## config.mk

```make
export PLATFORM = sky130hd
export DESIGN_NAME = modport_counter
export DESIGN_NICKNAME = d
export VERILOG_FILES = /design/src/rtl/modport_counter.sv
export SDC_FILE = /design/constraint.sdc
export NUM_CORES = 1
export LEC_CHECK = 0
export CORE_AREA = 5 5 42 44
export DETAILED_ROUTE_END_ITERATION = 8
export DIE_AREA = 0 0 47 49
export PLACE_DENSITY_LB_ADDON = 0.12
export SYNTH_ARGS = -nofsm -noshare
export SYNTH_HDL_FRONTEND = slang
export SYNTH_SLANG_ARGS = --single-unit
export TNS_END_PERCENT = 1
```

## constraint.sdc

```tcl
create_clock -name clock -period 0.85 [get_ports clock]
set_input_delay 0.085 -clock clock [delete_from_list [all_inputs] [get_ports clock]]
set_output_delay 0.085 -clock clock [all_outputs]
set_load 0.01 [all_outputs]
```

## src/rtl/modport_counter.sv

```systemverilog
// Free-running WIDTH-bit up-counter with synchronous active-high reset.
// The count wraps modulo 2**WIDTH. It is driven straight from a register,
// so a monitor sampling at posedge always reads the pre-edge value.
module modport_counter #(
    parameter int unsigned         WIDTH       = 4,
    parameter logic [WIDTH-1:0]    RESET_VALUE = '0
) (
    input  logic             clock,
    input  logic             rst_h,
    output logic [WIDTH-1:0] out
);

    logic [WIDTH-1:0] cnt_q;
    logic [WIDTH-1:0] cnt_d;

    // Increment with the carry dropped, which gives the wrap from all-ones to zero.
    always_comb begin
        cnt_d = cnt_q + WIDTH'(1);
    end

    // Count register: reset has priority over the increment and is sampled only at the edge.
    always_ff @(posedge clock) begin
        if (rst_h) begin
            cnt_q <= RESET_VALUE;
        end else begin
            cnt_q <= cnt_d;
        end
    end

    assign out = cnt_q;

endmodule

```

# ---- Yosys cells after proc, flatten, opt, wreduce, memory -nomap -nowiden
# Index checks and enable logic that the tools add are counted.
dict set report word_totals {
  word_cells 2
  regBits 4
  output_inout_bits 4
}
dict set report classes {
  add_sub_neg 1
}
# cell n
set ops {}
lappend ops {{adder 4 x 1 -> 4 bit, second input constant} 1}

# ---- Longest topological paths before layout
# Gate-level depths: netlist (run 1).
dict set report depth {
  word_depth 1
  ltp_mapped 3
  ltp_nobuf 3
}

# ---- Worst setup path before layout (run 1)
# OpenSTA, ideal clock, no wires.
dict set report synth_timing {
  kind {reg-to-reg}
  startpoint {reg cnt_q[0] (netlist: out[0])}
  endpoint {reg cnt_q[3] (netlist: out[3])}
  path_stages_with_launch 3
  slack_ns -0.061
  n_path_buf 0
  setup_ns 0.121
  arrival_ns 0.790
  required_ns 0.729
  period_less_slack_ns 0.911
  path_cell_list {dfxtp_1 -> nand3_2 -> mux2_4}
}
dict set report synth_via {
  elab_chain_len 1
}
# item line_no
set synth_lines {}
lappend synth_lines {{start: declaration} 13} ;# logic [WIDTH-1:0] cnt_q;
lappend synth_lines {{start signal: assignment} 26} ;# cnt_q <= cnt_d;
lappend synth_lines {{adder 4 x 1 -> 4 bit} 18} ;# cnt_d = cnt_q + WIDTH'(1);
# No other way between the ends.
# A chain may end at the register's enable or synchronous reset.

# ---- Worst setup path after layout (run 1)
# Ends and elaborated chain as after synthesis.

==> flow_metrics.py, run 1 <==
metrics = {
    "layout": {
        "final_core_util_pct": 20.4,
        "area_delta_synth_final_pct": 90.0,
        "finalNetCount": 31,
        "mostFrequentLayoutCells": "3 x nor2_1, 3 x clkbuf_4, 3 x buf_2, 3 x buf_6",
        "n_antenna_cell": 0,
        "largest_reg_flops": 4,
        "fill_cells": 163,
        "drive_gt1_share_pct": 65.4,
    },
    "drt": {
        "num_vias": 127,
        "route.detailed.drc": 0,
        "viasPerCell": 3.02,
        "drtIter0Drc": 0,
        "detail_route.wl_per_cell_um": 7.24,
        "drt_wl_total_um": 304,
        "postRouteAntennaNets": 0,
        "firstDrtPassIters": 1,
    },
    "power": {
        "p_total_mw": 0.525,
        "power.leakage_nw": 0.131,
        "vdd_drop_max_mv": 0.730,
        "power_density_nw_per_um2": 1840,
    },
    "floorplan": {
        "start_util_pct": 10.7,
        "die_h_um": 49,
        "io_pins": 6,
        "die_x_um": 47,
        "coreArea_um2": 1400,
        "rows": 14,
        "die_area_um2": 2300,
    },
    "timing": {
        "setup_viol": 2,
        "clock_skew_ps": 1.77,
        "relSlewSlack_pct": 92.2,
        "rsz0062_at_grt": "yes",
        "post-route-min-period_ps": 905,
        "fmax_ghz": 1.10,
        "hold_ws_ps": 429,
        "worstMarginPinSlew_ps": 117,
        "final-max-slew-violation-count": 0,
        "finalCritPeriodShare_pct": 107,
        "hold_viol": 0,
        "fin_ws_ps": -55.5,
    },
    "critical_path": {
        "critical_path.max_fanout": 4,
        "critical_path.max_stage_delay_ps": 350,
        "slowest_stage": "dfxtp_4",
        "crit_type": "flip-flop to flip-flop",
        "cp_cell_sequence": "buf_6 -> nand3_4 -> mux2_4",
        "crit_required_ps": 970,
        "arrival_ps": 1030,
        "startpoint_type": "flip-flop",
        "path_delay_family": "flip-flops",
        "crit_buf_inv": 1,
        "setup.worst_path.end_class": "flip-flop",
    },
    "synthesis": {
        "yosysUniqueCellTypes": 7,
        "ys_seq_elements": 4,
        "synthCells": 13,
        "synth_area_um2": 150,
        "seq_area_frac_synth_pct": 53.3,
        "synth.avg_cell_area_um2": 11.5,
        "syn_nets": 16,
        "yosysWarningCount": 0,
    },
    "min_path": {
        "hp-class": "flip-flop to flip-flop",
    },
    "clocking": {
        "cts_tree": "done",
        "clock-sinks": 4,
        "clockBufferDepth": 2,
        "path_clk_slew_ps": 40,
        "htreeDepth": 1,
        "root_buffer": "clkbuf_4",
        "post_cts_buffers": 0,
        "cts_buffers": 3,
        "clkLatencyLatePin_ps": 230,
        "postCtsHoldBufs": 0,
    },
    "run_status": {
        "status": "finished, violations left",
        "violations": "setup timing",
    },
    "placed_design": {
        "post-place-ws_ps": -153,
        "io_buffers": 5,
        "gp_congestion": 0.665,
    },
    "global_route": {
        "grt_max_degree": 5,
        "grt_pass1_vias": 122,
        "grt-ovfl-total": 0,
        "grt_pass1_wl_um": 545,
        "grtUsageTotal_pct": 3.87,
        "antenna_found_initial": 0,
    },
    "run": {
        "cap_violations": 0,
    },
}
-- worst register-to-register path: stages (launching register included) --
cell,delay (ps)
dfxtp_4,350
buf_6,110
nand3_4,50
mux2_4,290
-- what timing repair did --
item                       4_1_cts  5_1_grt
pin swaps                        1        0
setup endpoints to repair        5        5
resized for setup               15        5
-- cells by family after synthesis --
kind of cell             count (synthesis)  share of synthesized area, %
adder cells (fa/ha/maj)                  1                          8.33
flip-flops                               4                          53.3
multiplexers                             1                          10.0
XOR/XNOR                                 1                          5.83
AND/OR/NAND/NOR                          6                          22.5
-- routing by layer --
layer / vias up / track usage [%] / wire (µm)
li1: 69 / - / -
met1: 54 / 4.61 / 149
met2: 4 / 3.62 / 138
met3: 0 / 2.21 / 17
met4: 0 / 5.53 / 0
met5: - / 0 / 0
-- synth_stat cells --
| master | n | area (µm²) |
|---|---|---|
| ha_1 | 1 | 12.5 |
| nor2b_1 | 2 | 12.5 |
| mux2_4 | 1 | 15.0 |
| nor2_1 | 3 | 11.3 |
| nand3_2 | 1 | 10.0 |
| dfxtp_1 | 4 | 80.1 |
| xnor2_1 | 1 | 8.76 |
-- metrics by stage --
step / cell area (µm²) / std cells / setup TNS, ps
2_1_floorplan: 154 / 13 / 0
4_1_cts: 273 / 42 / -95.4
5_1_grt: 285 / 42 / -105
3_5_place_dp: 262 / 39 / -544
6_report: 285 / 42 / -58.1
3_3_place_gp: 262 / 39 / -575
-- power breakdown --
| group | total [mW] | internal [mW] | switching (mW) |
|---|---|---|---|
| Combinational | 0.0775 | 0.0474 | 0.0301 |
| Sequential | 0.213 | 0.202 | 0.0105 |
| Clock | 0.235 | 0.158 | 0.0773 |
-- final cells by class --
type / count / area (µm²) / share of cell area, %
Multi-Input combinational cell: 9 / 77.6 / 27.2
Sequential cell: 4 / 86.3 / 30.3
Tap cell: 16 / 20.0 / 7.02
Timing Repair Buffer: 10 / 78.8 / 27.6
Clock buffer: 3 / 22.5 / 7.89
-- worst paths after layout --
check	startpoint	to	slack, ps	cells after the start
max	out[0]	out[3]	-60	3
min	out[0]	out[0]	430	1
max reg2reg	out[0]	out[3]	-60	3
min reg2reg	out[0]	out[0]	430	1
Power figures use the tool's default switching activity.
==> inputs of run 2 (changes only) <==
RECOVER_POWER = 100   (was unset)
==> flow_metrics.py, run 2 (synthesis results as in run 1) <==
metrics = {
    "run_status": {
        "status": "finished, violations left",
        "violations": "setup timing",
    },
    "clocking": {
        "clock-sinks": 4,
        "postCtsHoldBufs": 0,
        "htreeDepth": 1,
        "clockBufferDepth": 2,
        "post_cts_buffers": 0,
        "root_buffer": "clkbuf_4",
        "cts_buffers": 3,
        "clkLatencyLatePin_ps": 230,
        "cts_tree": "done",
        "path_clk_slew_ps": 40,
    },
    "global_route": {
        "grt-ovfl-total": 0,
        "grt_pass1_vias": 122,
        "grt_pass1_wl_um": 545,
        "grtUsageTotal_pct": 3.87,
        "antenna_found_initial": 0,
        "grt_max_degree": 5,
    },
    "floorplan": {
        "io_pins": 6,
        "start_util_pct": 10.7,
        "rows": 14,
        "die_area_um2": 2300,
        "die_h_um": 49,
        "coreArea_um2": 1400,
        "die_x_um": 47,
    },
    "power": {
        "p_total_mw": 0.524,
        "vdd_drop_max_mv": 0.731,
        "power.leakage_nw": 0.128,
        "power_density_nw_per_um2": 1840,
    },
    "critical_path": {
        "arrival_ps": 1030,
        "crit_required_ps": 970,
        "crit_type": "flip-flop to flip-flop",
        "critical_path.max_fanout": 4,
        "slowest_stage": "dfxtp_4",
        "crit_buf_inv": 1,
        "path_delay_family": "flip-flops",
        "startpoint_type": "flip-flop",
        "cp_cell_sequence": "buf_6 -> nand3_4 -> mux2_4",
        "setup.worst_path.end_class": "flip-flop",
        "critical_path.max_stage_delay_ps": 350,
    },
    "placed_design": {
        "place_area_um2": 262,
        "io_buffers": 5,
        "gp_congestion": 0.665,
        "numPlacedInstances": 39,
    },
    "layout": {
        "stdcell_count": 42,
        "n_antenna_cell": 0,
        "mostFrequentLayoutCells": "3 x nor2_1, 3 x clkbuf_4, 3 x buf_6",
        "drive_gt1_share_pct": 61.5,
        "fill_cells": 163,
        "multi_input_area_um2": 77.6,
        "largest_reg_flops": 4,
        "area_delta_synth_final_pct": 89.2,
        "layout.cell_area.non_filler_um2": 284,
        "finalNetCount": 31,
        "seq_area_um2": 86.3,
    },
    "drt": {
        "firstDrtPassIters": 1,
        "route.detailed.drc": 0,
        "postRouteAntennaNets": 0,
        "num_vias": 128,
        "drt_wl_total_um": 307,
        "viasPerCell": 3.05,
        "detail_route.wl_per_cell_um": 7.31,
        "drtIter0Drc": 0,
    },
    "timing": {
        "fin_ws_ps": -55.5,
        "rsz0062_at_grt": "yes",
        "hold_viol": 0,
        "fmax_ghz": 1.10,
        "hold_ws_ps": 429,
        "setup_viol": 2,
        "clock_skew_ps": 1.77,
        "final-max-slew-violation-count": 0,
        "relSlewSlack_pct": 91.0,
        "worstMarginPinSlew_ps": 136,
        "post-route-min-period_ps": 905,
        "finalCritPeriodShare_pct": 107,
    },
    "run": {
        "cap_violations": 0,
    },
    "min_path": {
        "hp-class": "flip-flop to flip-flop",
    },
}
[run 2: changes by cell type in the layout (fill, tap and decap cells not counted)]
cell and delta:
clkdlybuf4s50_1 -1, clkbuf_1 +1, buf_2 -1, dlygate4sd3_1 +1
[run 2: area by class of cell]
| class | count | area share (%) |
|---|---|---|
| flip-flops and latches | 4 | 30.4 |
| multi-input cells | 9 | 27.3 |
| repair buffers | 10 | 27.3 |
| clock buffers | 3 | 7.93 |
| well taps | 16 | 7.05 |
[run 2: metal layers]
metal  up-vias  share of wire (%)  GRT usage (%)
met3         0                5.5           2.21
met2         4                 46           3.62
li1         69                  -              -
met5         -                  0              0
met4         0                  0           5.53
met1        55                 49           4.61
[run 2: report_power, final]
| group | switching, mW | internal [mW] |
|---|---|---|
| combinational | 0.0301 | 0.0456 |
| sequential | 0.0107 | 0.202 |
| clock | 0.0773 | 0.158 |
[run 2: final timing paths]
path              slack (ps)    from  depth (start not counted)      to
setup / recovery         -60  out[0]                          3  out[3]
hold / removal           430  out[0]                          1  out[0]
setup reg to reg         -60  out[0]                          3  out[3]
hold reg to reg          430  out[0]                          1  out[0]
[run 2: metrics by stage]
step / setup WS [ps] / util (%) / TNS, ps
2_1_floorplan: 1.66 / - / 0
3_3_place_gp: -154 / 18.7 / -575
3_5_place_dp: -153 / 18.7 / -544
4_1_cts: -63.5 / 19.5 / -95.4
5_1_grt: -75.1 / 20.3 / -105
6_report: -55.5 / 20.3 / -58.1
[run 2: what timing repair did]
action / CTS / global route
gates resized for setup: 15 / 5
pin swaps: 1 / 0
endpoints found under the setup margin: 5 / 5
==> inputs of run 3 (changes only) <==
RECOVER_POWER = 50   (was 100)
==> flow_metrics.py, run 3 (synthesis results as in run 1) <==
metrics = {
    "critical_path": {
        "r2r_start": "out[0]",
        "rr_worst_depth": 3,
        "crit_required_ps": 970,
        "reg2reg_setup_slack_ps": -60,
        "crit_buf_inv": 1,
        "cp_cell_sequence": "buf_6 -> nand3_4 -> mux2_4",
        "slowest_stage": "dfxtp_4",
        "critical_path.max_stage_delay_ps": 350,
        "crit_type": "flip-flop to flip-flop",
        "startpoint_type": "flip-flop",
        "setup.worst_path.end_class": "flip-flop",
        "path_delay_family": "flip-flops",
        "crit_cells": 3,
        "critical_path.max_fanout": 4,
        "reg2reg_to": "out[3]",
        "arrival_ps": 1030,
    },
    "floorplan": {
        "io_pins": 6,
        "die_h_um": 49,
        "die_area_um2": 2300,
        "rows": 14,
        "start_util_pct": 10.7,
        "die_x_um": 47,
        "coreArea_um2": 1400,
    },
    "clocking": {
        "clkLatencyLatePin_ps": 230,
        "cts_buffers": 3,
        "path_clk_slew_ps": 40,
        "htreeDepth": 1,
        "postCtsHoldBufs": 0,
        "post_cts_buffers": 0,
        "root_buffer": "clkbuf_4",
        "cts_tree": "done",
        "clockBufferDepth": 2,
        "clock-sinks": 4,
    },
    "timing": {
        "rsz0062_at_grt": "yes",
        "fin_tns_setup_ps": -58.1,
        "fmax_ghz": 1.10,
        "post-route-min-period_ps": 905,
        "relSlewSlack_pct": 91.0,
        "finalCritPeriodShare_pct": 107,
        "hold_ws_ps": 429,
        "final-max-slew-violation-count": 0,
        "fin_ws_ps": -55.5,
        "setup_viol": 2,
        "clock_skew_ps": 1.77,
        "hold_viol": 0,
        "worstMarginPinSlew_ps": 136,
    },
    "placed_design": {
        "gp_congestion": 0.665,
        "numPlacedInstances": 39,
        "io_buffers": 5,
    },
    "power": {
        "power.leakage_nw": 0.128,
        "vdd_drop_max_mv": 0.730,
        "power_density_nw_per_um2": 1840,
    },
    "run": {
        "cap_violations": 0,
    },
    "global_route": {
        "grt_max_degree": 5,
        "grt_pass1_wl_um": 545,
        "grtUsageTotal_pct": 3.87,
        "grt_pass1_vias": 122,
        "grt-ovfl-total": 0,
        "antenna_found_initial": 0,
    },
    "drt": {
        "drt_wl_total_um": 307,
        "detail_route.wl_per_cell_um": 7.31,
        "viasPerCell": 3.05,
        "postRouteAntennaNets": 0,
        "firstDrtPassIters": 1,
        "route.detailed.drc": 0,
        "num_vias": 128,
        "drtIter0Drc": 0,
    },
    "layout": {
        "largest_reg_flops": 4,
        "drive_gt1_share_pct": 61.5,
        "stdcell_count": 42,
        "mostFrequentLayoutCells": "3 x nor2_1, 3 x clkbuf_4, 3 x buf_2, 3 x buf_6",
        "final_core_util_pct": 20.3,
        "finalNetCount": 31,
        "n_antenna_cell": 0,
        "area_delta_synth_final_pct": 89.2,
    },
    "run_status": {
        "status": "finished, violations left",
        "violations": "setup timing",
    },
    "min_path": {
        "hold_end": "out[0]",
        "hp-class": "flip-flop to flip-flop",
        "min_path_cells": 1,
        "min-delay-start": "out[0]",
    },
}
## run 3: cell types whose count changed in the layout (fill, tap and decap cells not counted), sizes merged
cell / previous run / this run
buf: 7 / 8
clkbuf: 5 / 4
## run 3: worst reg2reg max path: cells and delay by family, from the launching register on
family	cells	cell delay, ps
simple gates	1	50
flops	1	350
buf+inv	1	110
mux	1	290
## run 3: worst max path at each step
stage,end,start,slack [ps]
2_1_floorplan,out[3],out[0],2
3_3_place_gp,out[3],rst_h,-150
3_5_place_dp,out[3],rst_h,-150
4_1_cts,out[3],out[2],-60
5_1_grt,out[3],out[0],-80
6_report,out[3],out[0],-60
## run 3: area by class of cell
type | instances | area [µm²]
multi-input combinational | 9 | 77.6
fill | 163 | 1120
clock buffer | 3 | 22.5
timing repair buffer | 10 | 77.6
sequential | 4 | 86.3
tap | 16 | 20.0
## run 3: report_power, final
| part | internal, mW | switching [mW] |
|---|---|---|
| sequential | 0.202 | 0.0104 |
| clock | 0.158 | 0.0773 |
| combinational | 0.0457 | 0.0302 |
| total | 0.406 | 0.118 |
## run 3: metrics by stage
step	total power, mW	setup slack [ps]	cell area, µm²
3_5_place_dp	0.294	-153	262
6_report	0.524	-55.5	284
3_3_place_gp	0.294	-154	262
4_1_cts	0.538	-63.5	273
5_1_grt	0.567	-75.1	284
2_1_floorplan	0.240	1.66	154
## run 3: repair_timing
item	in CTS	in global routing
gates resized for setup	15	5
pin swaps	1	0
setup endpoints to repair	5	5
## run 3: routing by layer
metal,up-vias,routed length [µm],GRT usage [%]
li1,69,-,-
met1,55,149,4.61
met2,4,140,3.62
met3,0,17,2.21
met4,0,0,5.53
met5,-,0,0
